==> config.mk <==
export PLATFORM = sky130hd
export DESIGN_NAME = stream_fifo_flat
export DESIGN_NICKNAME = d
export VERILOG_FILES = /design/src/rtl/stream_pkg.sv /design/src/rtl/stream_fifo_if.sv /design/src/rtl/stream_fifo_ram.sv /design/src/rtl/stream_fifo.sv /design/src/flat_wrapper.sv
export SDC_FILE = /design/constraint.sdc
export NUM_CORES = 1
export LEC_CHECK = 0
export BUFFER_PORTS_ARGS = -buffer_cell sky130_fd_sc_hd__buf_2
export CORE_MARGIN = 2
export CORE_UTILIZATION = 38
export DETAILED_ROUTE_END_ITERATION = 10
export GPL_TIMING_DRIVEN = 0
export SLEW_MARGIN = 20
export SYNTH_ARGS = -nofsm -noshare
export SYNTH_HDL_FRONTEND = slang
export SYNTH_SLANG_ARGS = --single-unit
==> constraint.sdc <==
create_clock -name clk -period 4.9 [get_ports clk]
set_input_delay 0.98 -clock clk [delete_from_list [all_inputs] [get_ports clk]]
set_output_delay 0.98 -clock clk [all_outputs]
set_load 0.01 [all_outputs]
==> src/rtl/stream_pkg.sv <==
// Shared definitions for the stream FIFO family: level-width helper,
// empty-output fill encoding and common stream word aliases.
package stream_pkg;

  // Value of SIGNED_ZERO_FILL that forces out_data to 0 while empty.
  localparam bit ZERO_FILL = 1'b1;

  typedef logic [7:0]         byte_t;
  typedef logic signed [15:0] sample_t;

  // Width of a counter that must hold 0..depth inclusive.
  function automatic int clog2p1(input int depth);
    return $clog2(depth) + 1;
  endfunction

endpackage

==> src/rtl/stream_fifo_if.sv <==
// Source/sink handshake bundle for stream_fifo. The master side is the
// producer/consumer pair, the slave side is the FIFO itself.
interface stream_fifo_if #(
  parameter int WIDTH = 16
) ();
  logic             in_write;
  logic [WIDTH-1:0] in_data;
  logic             in_strobe;
  logic             out_write;
  logic [WIDTH-1:0] out_data;
  logic             out_strobe;

  modport master (
    output in_write, in_data, out_strobe,
    input  in_strobe, out_write, out_data
  );

  modport slave (
    input  in_write, in_data, out_strobe,
    output in_strobe, out_write, out_data
  );
endinterface

==> src/rtl/stream_fifo_ram.sv <==
// Simple dual-port storage: one write port, one registered read port.
// The array carries no reset so it maps onto block RAM; a read of the
// address being written in the same cycle returns the old contents.
module stream_fifo_ram #(
  parameter int  WIDTH = 16,
  parameter int  DEPTH = 64,
  localparam int AW    = $clog2(DEPTH)
) (
  input  logic             clk,
  input  logic             we_i,
  input  logic [AW-1:0]    waddr_i,
  input  logic [WIDTH-1:0] wdata_i,
  input  logic [AW-1:0]    raddr_i,
  output logic [WIDTH-1:0] rdata_o
);
  logic [WIDTH-1:0] mem_q [DEPTH];
  logic [WIDTH-1:0] rdata_q;

  // Write port and registered read port.
  always_ff @(posedge clk) begin
    if (we_i) mem_q[waddr_i] <= wdata_i;
    rdata_q <= mem_q[raddr_i];
  end

  assign rdata_o = rdata_q;
endmodule

==> src/rtl/stream_fifo.sv <==
// First-word-fall-through stream FIFO with level, almost-full, flush and
// sticky overflow/underrun. Full/empty come from the level counter.
// The RAM read is registered, so the address presented each cycle is the
// head for the next cycle; a word written in the same cycle it becomes the
// head is forwarded through a bypass register instead of the RAM.
module stream_fifo
  import stream_pkg::*;
#(
  parameter int  WIDTH            = 16,
  parameter int  DEPTH            = 64,
  parameter int  AFULL_LEVEL      = 48,
  parameter bit  SIGNED_ZERO_FILL = 1'b0,
  localparam int AW               = $clog2(DEPTH),
  localparam int LW               = clog2p1(DEPTH)
) (
  input  logic          clk,
  input  logic          reset_n,
  stream_fifo_if.slave  s,
  input  logic          flush,
  output logic [LW-1:0] level,
  output logic          almost_full,
  output logic          overflow,
  output logic          underrun
);

  if (DEPTH < 4 || (DEPTH & (DEPTH - 1)) != 0) begin : g_bad_depth
    $error("stream_fifo: DEPTH must be a power of two >= 4");
  end
  if (AFULL_LEVEL < 1 || AFULL_LEVEL > DEPTH) begin : g_bad_afull
    $error("stream_fifo: AFULL_LEVEL must be in 1..DEPTH");
  end

  logic [AW-1:0]    wr_ptr_q, wr_ptr_d, rd_ptr_q, rd_ptr_d;
  logic [LW-1:0]    level_q, level_d;
  logic             in_strobe_q, in_strobe_d;
  logic             out_write_q, out_write_d;
  logic             afull_q, afull_d;
  logic             ovf_q, ovf_d, und_q, und_d;
  logic             sel_byp_q, sel_byp_d;
  logic [WIDTH-1:0] byp_q, byp_d, hold_q, ram_rdata, out_data_w;
  logic             push, pop;

  assign push = s.in_write && in_strobe_q;
  assign pop  = s.out_strobe && out_write_q;

  stream_fifo_ram #(.WIDTH(WIDTH), .DEPTH(DEPTH)) u_ram (
    .clk     (clk),
    .we_i    (push && !flush),
    .waddr_i (wr_ptr_q),
    .wdata_i (s.in_data),
    .raddr_i (rd_ptr_d),
    .rdata_o (ram_rdata)
  );

  // Next-state for pointers, level, flags and the head bypass.
  always_comb begin
    wr_ptr_d  = wr_ptr_q;
    rd_ptr_d  = rd_ptr_q;
    level_d   = level_q;
    ovf_d     = ovf_q | (s.in_write & ~in_strobe_q);
    und_d     = und_q | (s.out_strobe & ~out_write_q);
    byp_d     = byp_q;
    sel_byp_d = 1'b0;
    if (flush) begin
      wr_ptr_d = '0;
      rd_ptr_d = '0;
      level_d  = '0;
      ovf_d    = 1'b0;
      und_d    = 1'b0;
    end else begin
      if (push) wr_ptr_d = wr_ptr_q + AW'(1);
      if (pop)  rd_ptr_d = rd_ptr_q + AW'(1);
      if (push && !pop)      level_d = level_q + LW'(1);
      else if (pop && !push) level_d = level_q - LW'(1);
      // Pushed word is next cycle's head: RAM would return stale data.
      if (push && level_d == LW'(1)) begin
        sel_byp_d = 1'b1;
        byp_d     = s.in_data;
      end
    end
    in_strobe_d = (level_d != LW'(DEPTH));
    out_write_d = (level_d != '0);
    afull_d     = (level_d >= LW'(AFULL_LEVEL));
  end

  // Control state registers.
  always_ff @(posedge clk or negedge reset_n) begin
    if (!reset_n) begin
      wr_ptr_q    <= '0;
      rd_ptr_q    <= '0;
      level_q     <= '0;
      in_strobe_q <= 1'b1;
      out_write_q <= 1'b0;
      afull_q     <= 1'b0;
      ovf_q       <= 1'b0;
      und_q       <= 1'b0;
      sel_byp_q   <= 1'b0;
      byp_q       <= '0;
      hold_q      <= '0;
    end else begin
      wr_ptr_q    <= wr_ptr_d;
      rd_ptr_q    <= rd_ptr_d;
      level_q     <= level_d;
      in_strobe_q <= in_strobe_d;
      out_write_q <= out_write_d;
      afull_q     <= afull_d;
      ovf_q       <= ovf_d;
      und_q       <= und_d;
      sel_byp_q   <= sel_byp_d;
      byp_q       <= byp_d;
      hold_q      <= out_data_w;
    end
  end

  // Head select; while empty show zero or the last displayed word.
  always_comb begin
    if (out_write_q)                        out_data_w = sel_byp_q ? byp_q : ram_rdata;
    else if (SIGNED_ZERO_FILL == ZERO_FILL) out_data_w = '0;
    else                                    out_data_w = hold_q;
  end

  assign s.in_strobe  = in_strobe_q;
  assign s.out_write  = out_write_q;
  assign s.out_data   = out_data_w;
  assign level        = level_q;
  assign almost_full  = afull_q;
  assign overflow     = ovf_q;
  assign underrun     = und_q;

endmodule

==> src/flat_wrapper.sv <==
// flat-port wrapper written by rule: the top's interface ports become plain ports
module stream_fifo_flat import stream_pkg::*;
#(
  parameter int  WIDTH            = 16,
  parameter int  DEPTH            = 64,
  parameter int  AFULL_LEVEL      = 48,
  parameter bit  SIGNED_ZERO_FILL = 1'b0,
  localparam int AW               = $clog2(DEPTH),
  localparam int LW               = clog2p1(DEPTH)
)
  (clk, reset_n, flush, level, almost_full, overflow, underrun, s_in_write, s_in_data, s_out_strobe, s_in_strobe, s_out_write, s_out_data);
  stream_fifo_if #(.WIDTH(WIDTH)) s_i ();
  input  logic clk;
  input  logic reset_n;
  input  logic flush;
  output logic [LW-1:0] level;
  output logic almost_full;
  output logic overflow;
  output logic underrun;
  input wire logic [$bits(s_i.in_write)-1:0] s_in_write;
  input wire logic [$bits(s_i.in_data)-1:0] s_in_data;
  input wire logic [$bits(s_i.out_strobe)-1:0] s_out_strobe;
  output wire logic [$bits(s_i.in_strobe)-1:0] s_in_strobe;
  output wire logic [$bits(s_i.out_write)-1:0] s_out_write;
  output wire logic [$bits(s_i.out_data)-1:0] s_out_data;
  assign s_i.in_write = s_in_write;
  assign s_i.in_data = s_in_data;
  assign s_i.out_strobe = s_out_strobe;
  assign s_in_strobe = s_i.in_strobe;
  assign s_out_write = s_i.out_write;
  assign s_out_data = s_i.out_data;
  stream_fifo #(.WIDTH(WIDTH), .DEPTH(DEPTH), .AFULL_LEVEL(AFULL_LEVEL), .SIGNED_ZERO_FILL(SIGNED_ZERO_FILL)) u_core (.clk(clk), .reset_n(reset_n), .s(s_i), .flush(flush), .level(level), .almost_full(almost_full), .overflow(overflow), .underrun(underrun));
endmodule
==> results by group, run 1 <==
Clocking
  – TritonCTS clock tree: built
  – Cts repair resizes: 0
  – Clock Path Buffers: 3
  – Hold Buf Count CTS: 0
  – Root buf cell: clkbuf_16
  – CTS Buf Count: 111
  – Worst-skew pair later-pin latency: 0.68 ns
  – Post-CTS Setup Inserts: 0
  – Clock transition at path regs: 0.06 ns
  – H-tree depth: 3
  – CTS sink cnt: 1097

Synthesis
  – Top FF cell, synth: edfxtp_1
  – Post-synth ARST share: 5.196%
  – Synth Warn #: 0
  – Synth cell types: 55
  – Synth area leaders: edfxtp_1, mux4_2, mux2i_1
  – Dominant cell type by area after synthesis: edfxtp_1
  – Post-synth EDFFs: 1024
  – Syn Area/Cell: 20.96 µm²
  – Commonest cells in the netlist: edfxtp_1, mux4_2, mux2i_1
  – Seq cells post-synth: 1097
  – Most frequent cell after synthesis: edfxtp_1
  – Synth top area share: 72.36%
  – Mapped Cells: 2027
  – Sequential fraction of the synthesis area: 76.47%
  – Mapped cell area: 42490 µm²
  – Mapped Nets: 2052

Critical path
  – Flop2flop setup slack: 0.52 ns
  – Worst r2r path cells: 10
  – R2R Path Start: u_core.s.out_write$_DFF_PN0_
  – CP Data Required Time: 5.43 ns
  – Crit. End Element: register
  – CP Launch Type: register
  – CP Max Fanout: 10
  – Worst flop-to-flop path endpoint: u_core.u_ram.rdata_o[10]$_DFF_P_
  – CP Data Arrival Time: 4.90 ns
  – CP Class: reg -> reg

Power
  – Total power: 20.29 mW
  – LEAKAGE: 15.16 nW
  – Worst vdd ir: 0.3210 mV
  – Power density over cell area: 413.7 nW/µm²

Timing
  – Setup ws final: 0.5221 ns
  – RSZ-0062 raised after global routing: false
  – Min Hold Slack: 0.3724 ns
  – Clock Skew: 0.01404 ns
  – Slew HR: 35.60%
  – Tmin final: 4.378 ns
  – Tcrit/Tclk final: 89.34%
  – Max Freq: 0.2284 GHz
  – Final TNS setup: 0 ns
  – Slew @ Worst Pin: 0.9559 ns
  – Final Hold Fails: 0
  – Max Slew Vio Count: 0
  – Final setup vio count: 0

Cells and area
  – Multi-input logic area: 9449 µm²
  – Number of fill cells in the layout: 9429
  – Nets: 2277
  – Flip-flop and latch area: 32500 µm²
  – P&R area growth vs syn: 15.43%
  – Layout cell share with drive strength beyond 1: 28.70%

Global routing
  – Remaining global-route overflow: 0
  – Largest net degree at the start of global routing: 66
  – Gr usage total: 18.75%
  – First-pass GRT wire length: 154700 µm
  – Vias in the first global route: 21320
  – Initial antenna violation count: 5

Placed design
  – Port Buffers: 47
  – GPL Wtd Cong: 0.9241
  – Post-Place Setup Slack: 0.3242 ns
  – DPL Wire Length: 71300 µm

Floorplanning
  – Die H: 338.4 µm
  – I/O pin total: 49
  – Rows: 122
  – Die Wd: 338.4 µm
  – Core area: 110800 µm²
  – Die area: 114500 µm²
  – Starting Density: 38.35%

Outcome
  – Status: finished, final reports clean

Detailed routing
  – DRC viols: 0
  – DR iter-0 viols: 2569
  – Routed len/inst: 28.32 µm
  – Routed Antenna Nets: 0
  – DRT Pass-1 Iters: 5
  – Via density: 5.565
  – Via count: 21340
  – Final wirelength: 108600 µm

Worst hold path
  – Hold Path Class: in -> async

Job
  – # Max-Cap Violations: 0
==> worst max-delay path by stage <==
stage                                  from                                    to  slack, ns  cells past startpoint
2_1_floorplan                         flush   u_core.u_ram.mem_q[48][0]$_DFFE_PP_       1.35                      5
3_3_place_gp                          flush  u_core.u_ram.mem_q[48][10]$_DFFE_PP_      -0.30                      6
3_5_place_dp                   s_out_strobe       u_core.u_ram.rdata_o[8]$_DFF_P_       0.32                     10
4_1_cts        u_core.s.out_write$_DFF_PN0_       u_core.u_ram.rdata_o[8]$_DFF_P_       0.65                     10
5_1_grt        u_core.s.out_write$_DFF_PN0_       u_core.u_ram.rdata_o[8]$_DFF_P_       0.47                     10
6_report       u_core.s.out_write$_DFF_PN0_      u_core.u_ram.rdata_o[10]$_DFF_P_       0.52                     10
==> registers in the layout (all words and copies together) (netlist names) <==
name,flops
u_core.sel_byp_q,1
u_core.u_ram.rdata_o,16
u_core.hold_q,16
u_core.level,7
u_core.rd_ptr_q,6
u_core.almost_full,1
u_core.u_ram.mem_q,1024
u_core.underrun,1
u_core.wr_ptr_q,6
u_core.s.out_write,1
u_core.overflow,1
u_core.byp_q,16
u_core.s.in_strobe,1
==> logic make-up after synthesis <==
group | synth area share, %
mux | 15.67
xor+xnor | 0.2679
buf+inv | 1.690
simple gates | 2.364
flops | 76.47
fa+ha+maj | 0.1178
compound gates | 3.413
==> worst max-delay path, cell delays in order (launching register included) <==
cell and delay, ns:
dfrtp_1 0.52, buf_4 0.27, a21bo_2 0.22, a21oi_1 0.31, buf_4 0.35, clkbuf_1 0.60, mux4_2 0.40, a22oi_1 0.44
nand2_1 0.24, o21ai_0 0.81, a211oi_2 0.03
==> placed cells by master, fill, tap and decap left out, drive strengths merged, types with 21 or more instances in the layout <==
master / count
nor2: 103
mux2i: 143
dfrtp: 56
nand3: 30
nand2: 42
a22oi: 78
edfxtp: 1024
clkbuf: 170
o21ai: 21
clkinv: 53
buf: 192
mux4: 222
a21oi: 27
==> per-stage QoR <==
step / cells / instance area (µm²) / utilization (%)
floorplan: 2027 / 42490 / -
global placement: 3562 / 44590 / 40.24
detailed placement: 3627 / 45580 / 41.13
CTS: 3833 / 49050 / 44.26
global route: 3833 / 49050 / 44.26
finish: 3834 / 49050 / 44.26
==> report_power, final <==
part           internal, mW  leakage [nW]  total [mW]  switching [mW]
Combinational         0.683          3.42        1.70            1.02
Sequential             10.4          10.0        10.5          0.0974
Clock                  4.59          1.69        8.07            3.48
==> layout make-up <==
cell class,instances,area share [%]
Antenna cell,1,0.005101
Buffer,114,1.408
Clock buffer,136,6.027
Clock inverter,70,1.038
Inverter,6,0.05612
Multi-Input combinational cell,810,19.26
Sequential cell,1097,66.25
Tap cell,1488,3.795
Timing Repair Buffer,112,2.158
==> per-layer routing <==
| layer | part of all wire (%) | global-route usage (%) | routed length [µm] |
|---|---|---|---|
| met4 | 2.9 | 5.889 | 3197 |
| met5 | 0.010 | 0 | 11 |
| met3 | 7.7 | 3.981 | 8377 |
| met2 | 47 | 29.46 | 51460 |
| met1 | 42 | 26.26 | 45530 |
Power figures use the tool's default switching activity.
==> run 2: changes to the inputs <==
--- a/config.mk
+++ b/config.mk
@@ -10,6 +10,7 @@
 export CORE_UTILIZATION = 38
 export DETAILED_ROUTE_END_ITERATION = 10
 export GPL_TIMING_DRIVEN = 0
+export PLACE_DENSITY_LB_ADDON = 0.2
 export SLEW_MARGIN = 20
 export SYNTH_ARGS = -nofsm -noshare
 export SYNTH_HDL_FRONTEND = slang
==> results by group, run 2 (same netlist as run 1, synthesis figures left out) <==
Detailed routing
  – Final wirelength: 112600 µm
  – DRT Pass-1 Iters: 5
  – Via count: 21010
  – Via density: 5.470
  – Met2 WL post-DR: 53390 µm
  – DR top layer: met4
  – Metal3 WL: 7605 µm
  – M1 WL: 48110 µm
  – Routed Antenna Nets: 0
  – Routed len/inst: 29.31 µm
  – DR iter-0 viols: 2164
  – DRC viols: 0

Job
  – # Max-Cap Violations: 0

Timing
  – Max Slew Vio Count: 0
  – Final Hold Fails: 0
  – Clock Skew: 0.03088 ns
  – Setup ws final: 0.4648 ns
  – Max Freq: 0.2255 GHz
  – Slew HR: 33.57%
  – Slew @ Worst Pin: 0.9861 ns
  – Final setup vio count: 0
  – Min Hold Slack: 0.3559 ns
  – RSZ-0062 raised after global routing: false
  – Tmin final: 4.435 ns
  – Tcrit/Tclk final: 90.52%

Cells and area
  – Largest register FFs: 1024
  – Most flop-heavy register: u_core.u_ram.mem_q
  – Post-route cell area: 49270 µm²
  – Number of fill cells in the layout: 9482
  – Most frequent cells in the layout: edfxtp_1, mux4_2, mux2i_1, clkbuf_16, a22oi_1
  – P&R area growth vs syn: 15.94%
  – Non-Filler Instances: 3841
  – Layout cell share with drive strength beyond 1: 28.87%
  – Nets: 2279
  – Most common cell after layout, fill and taps aside: edfxtp_1

Critical path
  – R2R Path Start: u_core.s.out_write$_DFF_PN0_
  – CP Depth: 10
  – CP cell instances: buf_4 -> a21bo_2 -> a21oi_1 -> buf_4 -> clkbuf_1 -> mux4_2 -> a22oi_1 -> nand2_1 -> o21ai_0 -> a211oi_2
  – Worst setup path start: u_core.s.out_write$_DFF_PN0_
  – Worst path top cell family by delay: compound AO/OA/AOI/OAI gates
  – CP Data Arrival Time: 4.98 ns
  – CP Launch Type: register
  – Slowest CP cell: o21ai_0
  – CP max stage delay: 0.84 ns
  – CP Class: reg -> reg
  – CP Buf/Inv Count: 3
  – Worst r2r path cells: 10
  – Most frequent CP cell: buf_4
  – Crit. End Element: register
  – CP Data Required Time: 5.44 ns
  – CP Max Fanout: 10

Placed design
  – Port Buffers: 47
  – GPL Wtd Cong: 0.8714
  – Placed cells: 3628
  – Post-Place Setup Slack: 0.3533 ns
  – DPL Wire Length: 74370 µm
  – Dpl cell area: 45620 µm²

Power
  – Total power: 20.68 mW
  – Power density over cell area: 419.8 nW/µm²
  – Clk pwr share: 40.9%
  – Switching Share: 22.66%
  – Worst vdd ir: 0.2853 mV
  – Int Pwr: 15.99 mW
  – Logic gate share of total power: 8.2%
  – Sequential power share: 50.9%
  – Sw Pwr: 4.687 mW
  – LEAKAGE: 15.28 nW

Clocking
  – TritonCTS clock tree: built
  – Clock Path Buffers: 3
  – Hold Buf Count CTS: 0
  – H-tree depth: 3
  – Post-CTS Setup Inserts: 0
  – Worst-skew pair later-pin latency: 0.71 ns
  – Root buf cell: clkbuf_16
  – Cts repair resizes: 0
  – CTS sink cnt: 1097
  – CTS Buf Count: 112
  – Clock transition at path regs: 0.06 ns

Floorplanning
  – Die H: 338.4 µm
  – Die Wd: 338.4 µm
  – Core area: 110800 µm²
  – Rows: 122
  – I/O pin total: 49
  – Starting Density: 38.35%
  – Die area: 114500 µm²

Global routing
  – Initial antenna violation count: 6
  – Largest net degree at the start of global routing: 66
  – Remaining global-route overflow: 0
  – Vias in the first global route: 21670
  – First-pass GRT wire length: 159700 µm
  – Gr usage total: 19.61%

Worst hold path
  – Hold Path Class: in -> async

Outcome
  – Status: finished, final reports clean
[run 2: cell types whose count changed in the layout (fill, tap and decap cells not counted), sizes merged]
cell	previous run	this run
clkinv	53	54
buf	192	193
clkinvlp	6	0
clkbuf	170	180
inv	11	8
bufinv	6	10
[run 2: power groups by stage]
stage	clock, mW	sequential, mW	combinational (mW)
3_5_place_dp	0	10.7	1.72
6_report	8.45	10.5	1.70
3_3_place_gp	0	10.7	1.69
2_1_floorplan	0	10.7	1.03
4_1_cts	8.61	10.5	1.73
5_1_grt	8.97	10.5	1.82
[run 2: cell type report]
class / count / area, µm² / area share, %
Clock buffer: 146 / 3032 / 6.153
Buffer: 114 / 690.7 / 1.402
Sequential cell: 1097 / 32500 / 65.96
Timing Repair Buffer: 113 / 1100 / 2.232
Tap cell: 1488 / 1862 / 3.779
Antenna cell: 1 / 2.502 / 0.005079
Inverter: 6 / 27.53 / 0.05587
Clock inverter: 66 / 613.1 / 1.244
Multi-Input combinational cell: 810 / 9444 / 19.17
[run 2: through the flow]
step	utilization (%)	setup TNS (ns)
after detailed placement	41.16	0
after CTS	44.45	0
after floorplan	-	0
after global routing	44.46	0
after global placement	40.24	-11.46
final	44.46	0
[run 2: metal layers]
metal	up-vias	GRT usage [%]
li1	8879	-
met1	11260	26.89
met2	705	31.34
met3	168	4.054
met4	0	6.546
met5	-	0
[run 2: path summary, 6_finish.rpt]
| kind | endpoint | slack (ns) |
|---|---|---|
| max in group asynchronous | u_core.wr_ptr_q[3]$_DFFE_PN0P_ | 4.04 |
| min in group clk | u_core.overflow$_DFF_PN0_ | 0.51 |
| min | u_core.hold_q[6]$_DFF_PN0_ | 0.36 |
| max | u_core.u_ram.rdata_o[9]$_DFF_P_ | 0.46 |
| min reg2reg | u_core.overflow$_DFF_PN0_ | 0.51 |
| max reg2reg | u_core.u_ram.rdata_o[9]$_DFF_P_ | 0.46 |
==> run 3: changes to the inputs <==
--- a/config.mk
+++ b/config.mk
@@ -6,7 +6,7 @@
 export NUM_CORES = 1
 export LEC_CHECK = 0
 export BUFFER_PORTS_ARGS = -buffer_cell sky130_fd_sc_hd__buf_2
-export CORE_MARGIN = 2
+export CORE_MARGIN = 10
 export CORE_UTILIZATION = 38
 export DETAILED_ROUTE_END_ITERATION = 10
 export GPL_TIMING_DRIVEN = 0
==> results by group, run 3 (same netlist as run 1, synthesis figures left out) <==
Detailed routing
  – DR iter-0 viols: 2356
  – Via count: 21130
  – DRC viols: 0
  – Via density: 5.506
  – DRT Pass-1 Iters: 6
  – Final wirelength: 112100 µm
  – Routed Antenna Nets: 0
  – Routed len/inst: 29.21 µm

Timing
  – Tcrit/Tclk final: 89.28%
  – Final TNS setup: 0 ns
  – Final setup vio count: 0
  – Final Hold Fails: 0
  – RSZ-0062 raised after global routing: false
  – Slew HR: 33.04%
  – Max Slew Vio Count: 0
  – Clock Skew: 0.02586 ns
  – Slew @ Worst Pin: 0.9938 ns
  – Tmin final: 4.375 ns
  – Max Freq: 0.2286 GHz

Job
  – # Max-Cap Violations: 0

Power
  – Worst vdd ir: 0.2739 mV
  – Switching Share: 22.68%
  – Clk pwr share: 40.4%
  – Sw Pwr: 4.657 mW
  – Total power: 20.53 mW
  – Logic gate share of total power: 8.3%
  – LEAKAGE: 15.20 nW
  – Int Pwr: 15.87 mW
  – Sequential power share: 51.3%
  – Power density over cell area: 417.4 nW/µm²

Critical path
  – CP Data Arrival Time: 4.92 ns
  – R2R Path Start: u_core.s.out_write$_DFF_PN0_
  – Crit. End Element: register
  – Worst setup path start: u_core.s.out_write$_DFF_PN0_
  – CP Class: reg -> reg
  – CP Data Required Time: 5.44 ns
  – CP Max Fanout: 10
  – CP Launch Type: register

Floorplanning
  – Die Wd: 354.4 µm
  – I/O pin total: 49
  – Starting Density: 38.35%
  – Rows: 122
  – Core area: 110800 µm²
  – Die H: 354.4 µm
  – Die area: 125600 µm²

Placed design
  – GPL Wtd Cong: 0.8461
  – Port Buffers: 47
  – DPL Wire Length: 73520 µm

Clocking
  – Root buf cell: clkbuf_16
  – CTS sink cnt: 1097
  – Hold Buf Count CTS: 0
  – Clock transition at path regs: 0.06 ns
  – Post-CTS Setup Inserts: 0
  – Cts repair resizes: 0
  – TritonCTS clock tree: built
  – Worst-skew pair later-pin latency: 0.70 ns
  – CTS Buf Count: 114
  – Clock Path Buffers: 3
  – H-tree depth: 3

Cells and area
  – Most flop-heavy register: u_core.u_ram.mem_q
  – Utilization after layout: 44.38%
  – Largest register FFs: 1024
  – Layout cell share with drive strength beyond 1: 28.66%
  – P&R area growth vs syn: 15.73%
  – Most frequent cells in the layout: edfxtp_1, mux4_2, mux2i_1, clkbuf_16, a22oi_1
  – Nets: 2277
  – Number of fill cells in the layout: 9509
  – Most common cell after layout, fill and taps aside: edfxtp_1

Global routing
  – Largest net degree at the start of global routing: 66
  – Initial antenna violation count: 4
  – Gr usage total: 17.46%
  – Vias in the first global route: 21240
  – First-pass GRT wire length: 158100 µm
  – Remaining global-route overflow: 0

Worst hold path
  – Hold Path Class: in -> async

Outcome
  – Status: finished, final reports clean
run 3: cell types whose count changed in the layout (fill, tap and decap cells not counted), sizes merged:
cell,before,now
buf,193,189
clkbuf,180,183
clkinv,54,48
bufinv,10,7
inv,8,9
clkinvlp,0,5
run 3: layer usage:
| metal | GRT usage [%] | vias to the layer above | routed length, µm |
|---|---|---|---|
| met4 | 5.494 | 2 | 3544 |
| met1 | 24.46 | 11370 | 48950 |
| met2 | 27.27 | 702 | 52300 |
| met3 | 3.592 | 176 | 7296 |
| met5 | 0 | - | 8 |
| li1 | - | 8873 | - |
run 3: area by class of cell:
| class | count | area (µm²) | area share, % |
|---|---|---|---|
| Clock buffer | 149 | 3065 | 6.233 |
| Multi-Input combinational cell | 810 | 9464 | 19.24 |
| Buffer | 114 | 690.7 | 1.404 |
| Antenna cell | 1 | 2.502 | 0.005088 |
| Timing Repair Buffer | 109 | 1055 | 2.145 |
| Inverter | 6 | 27.53 | 0.05597 |
| Tap cell | 1488 | 1862 | 3.786 |
| Sequential cell | 1097 | 32500 | 66.08 |
| Clock inverter | 63 | 514.2 | 1.046 |
run 3: power groups by stage:
stage | Clock [mW] | Combinational, mW | Sequential (mW)
final | 8.29 | 1.71 | 10.5
after global routing | 8.81 | 1.83 | 10.5
after CTS | 8.45 | 1.74 | 10.5
after detailed placement | 0 | 1.74 | 10.7
after global placement | 0 | 1.69 | 10.7
after floorplan | 0 | 1.03 | 10.7
run 3: worst max-delay path: stages (launching register included):
cell and delay (ns):
dfrtp_1 0.52, buf_4 0.27, a21bo_2 0.22, a21oi_1 0.34, buf_4 0.38, clkbuf_1 0.56, mux4_2 0.41, a22oi_1 0.41
nand2_1 0.26, o21ai_0 0.80, a211oi_2 0.04
run 3: worst paths after layout:
check                                             endpoint  slack [ns]  cells after the start
min reg2reg                    u_core.byp_q[4]$_DFFE_PN0P_        0.51                      1
max                        u_core.u_ram.rdata_o[8]$_DFF_P_        0.53                     10
max reg2reg                u_core.u_ram.rdata_o[8]$_DFF_P_        0.53                     10
min in group clk               u_core.byp_q[4]$_DFFE_PN0P_        0.51                      1
max in group asynchronous      u_core.byp_q[8]$_DFFE_PN0P_        4.02                      1
min                              u_core.level[1]$_DFF_PN0_        0.35                      1
run 3: per-stage QoR:
| step | worst slack (ns) | instance area, µm² | hold slack [ns] | cells |
|---|---|---|---|---|
| floorplan | 1.353 | 42490 | 0.4791 | 2027 |
| global placement | -0.3677 | 44590 | 0.4829 | 3562 |
| detailed placement | 0.3062 | 45590 | 0.4947 | 3624 |
| CTS | 0.6147 | 49170 | 0.3471 | 3836 |
| global route | 0.4149 | 49180 | 0.3884 | 3836 |
| finish | 0.5253 | 49180 | 0.3524 | 3837 |
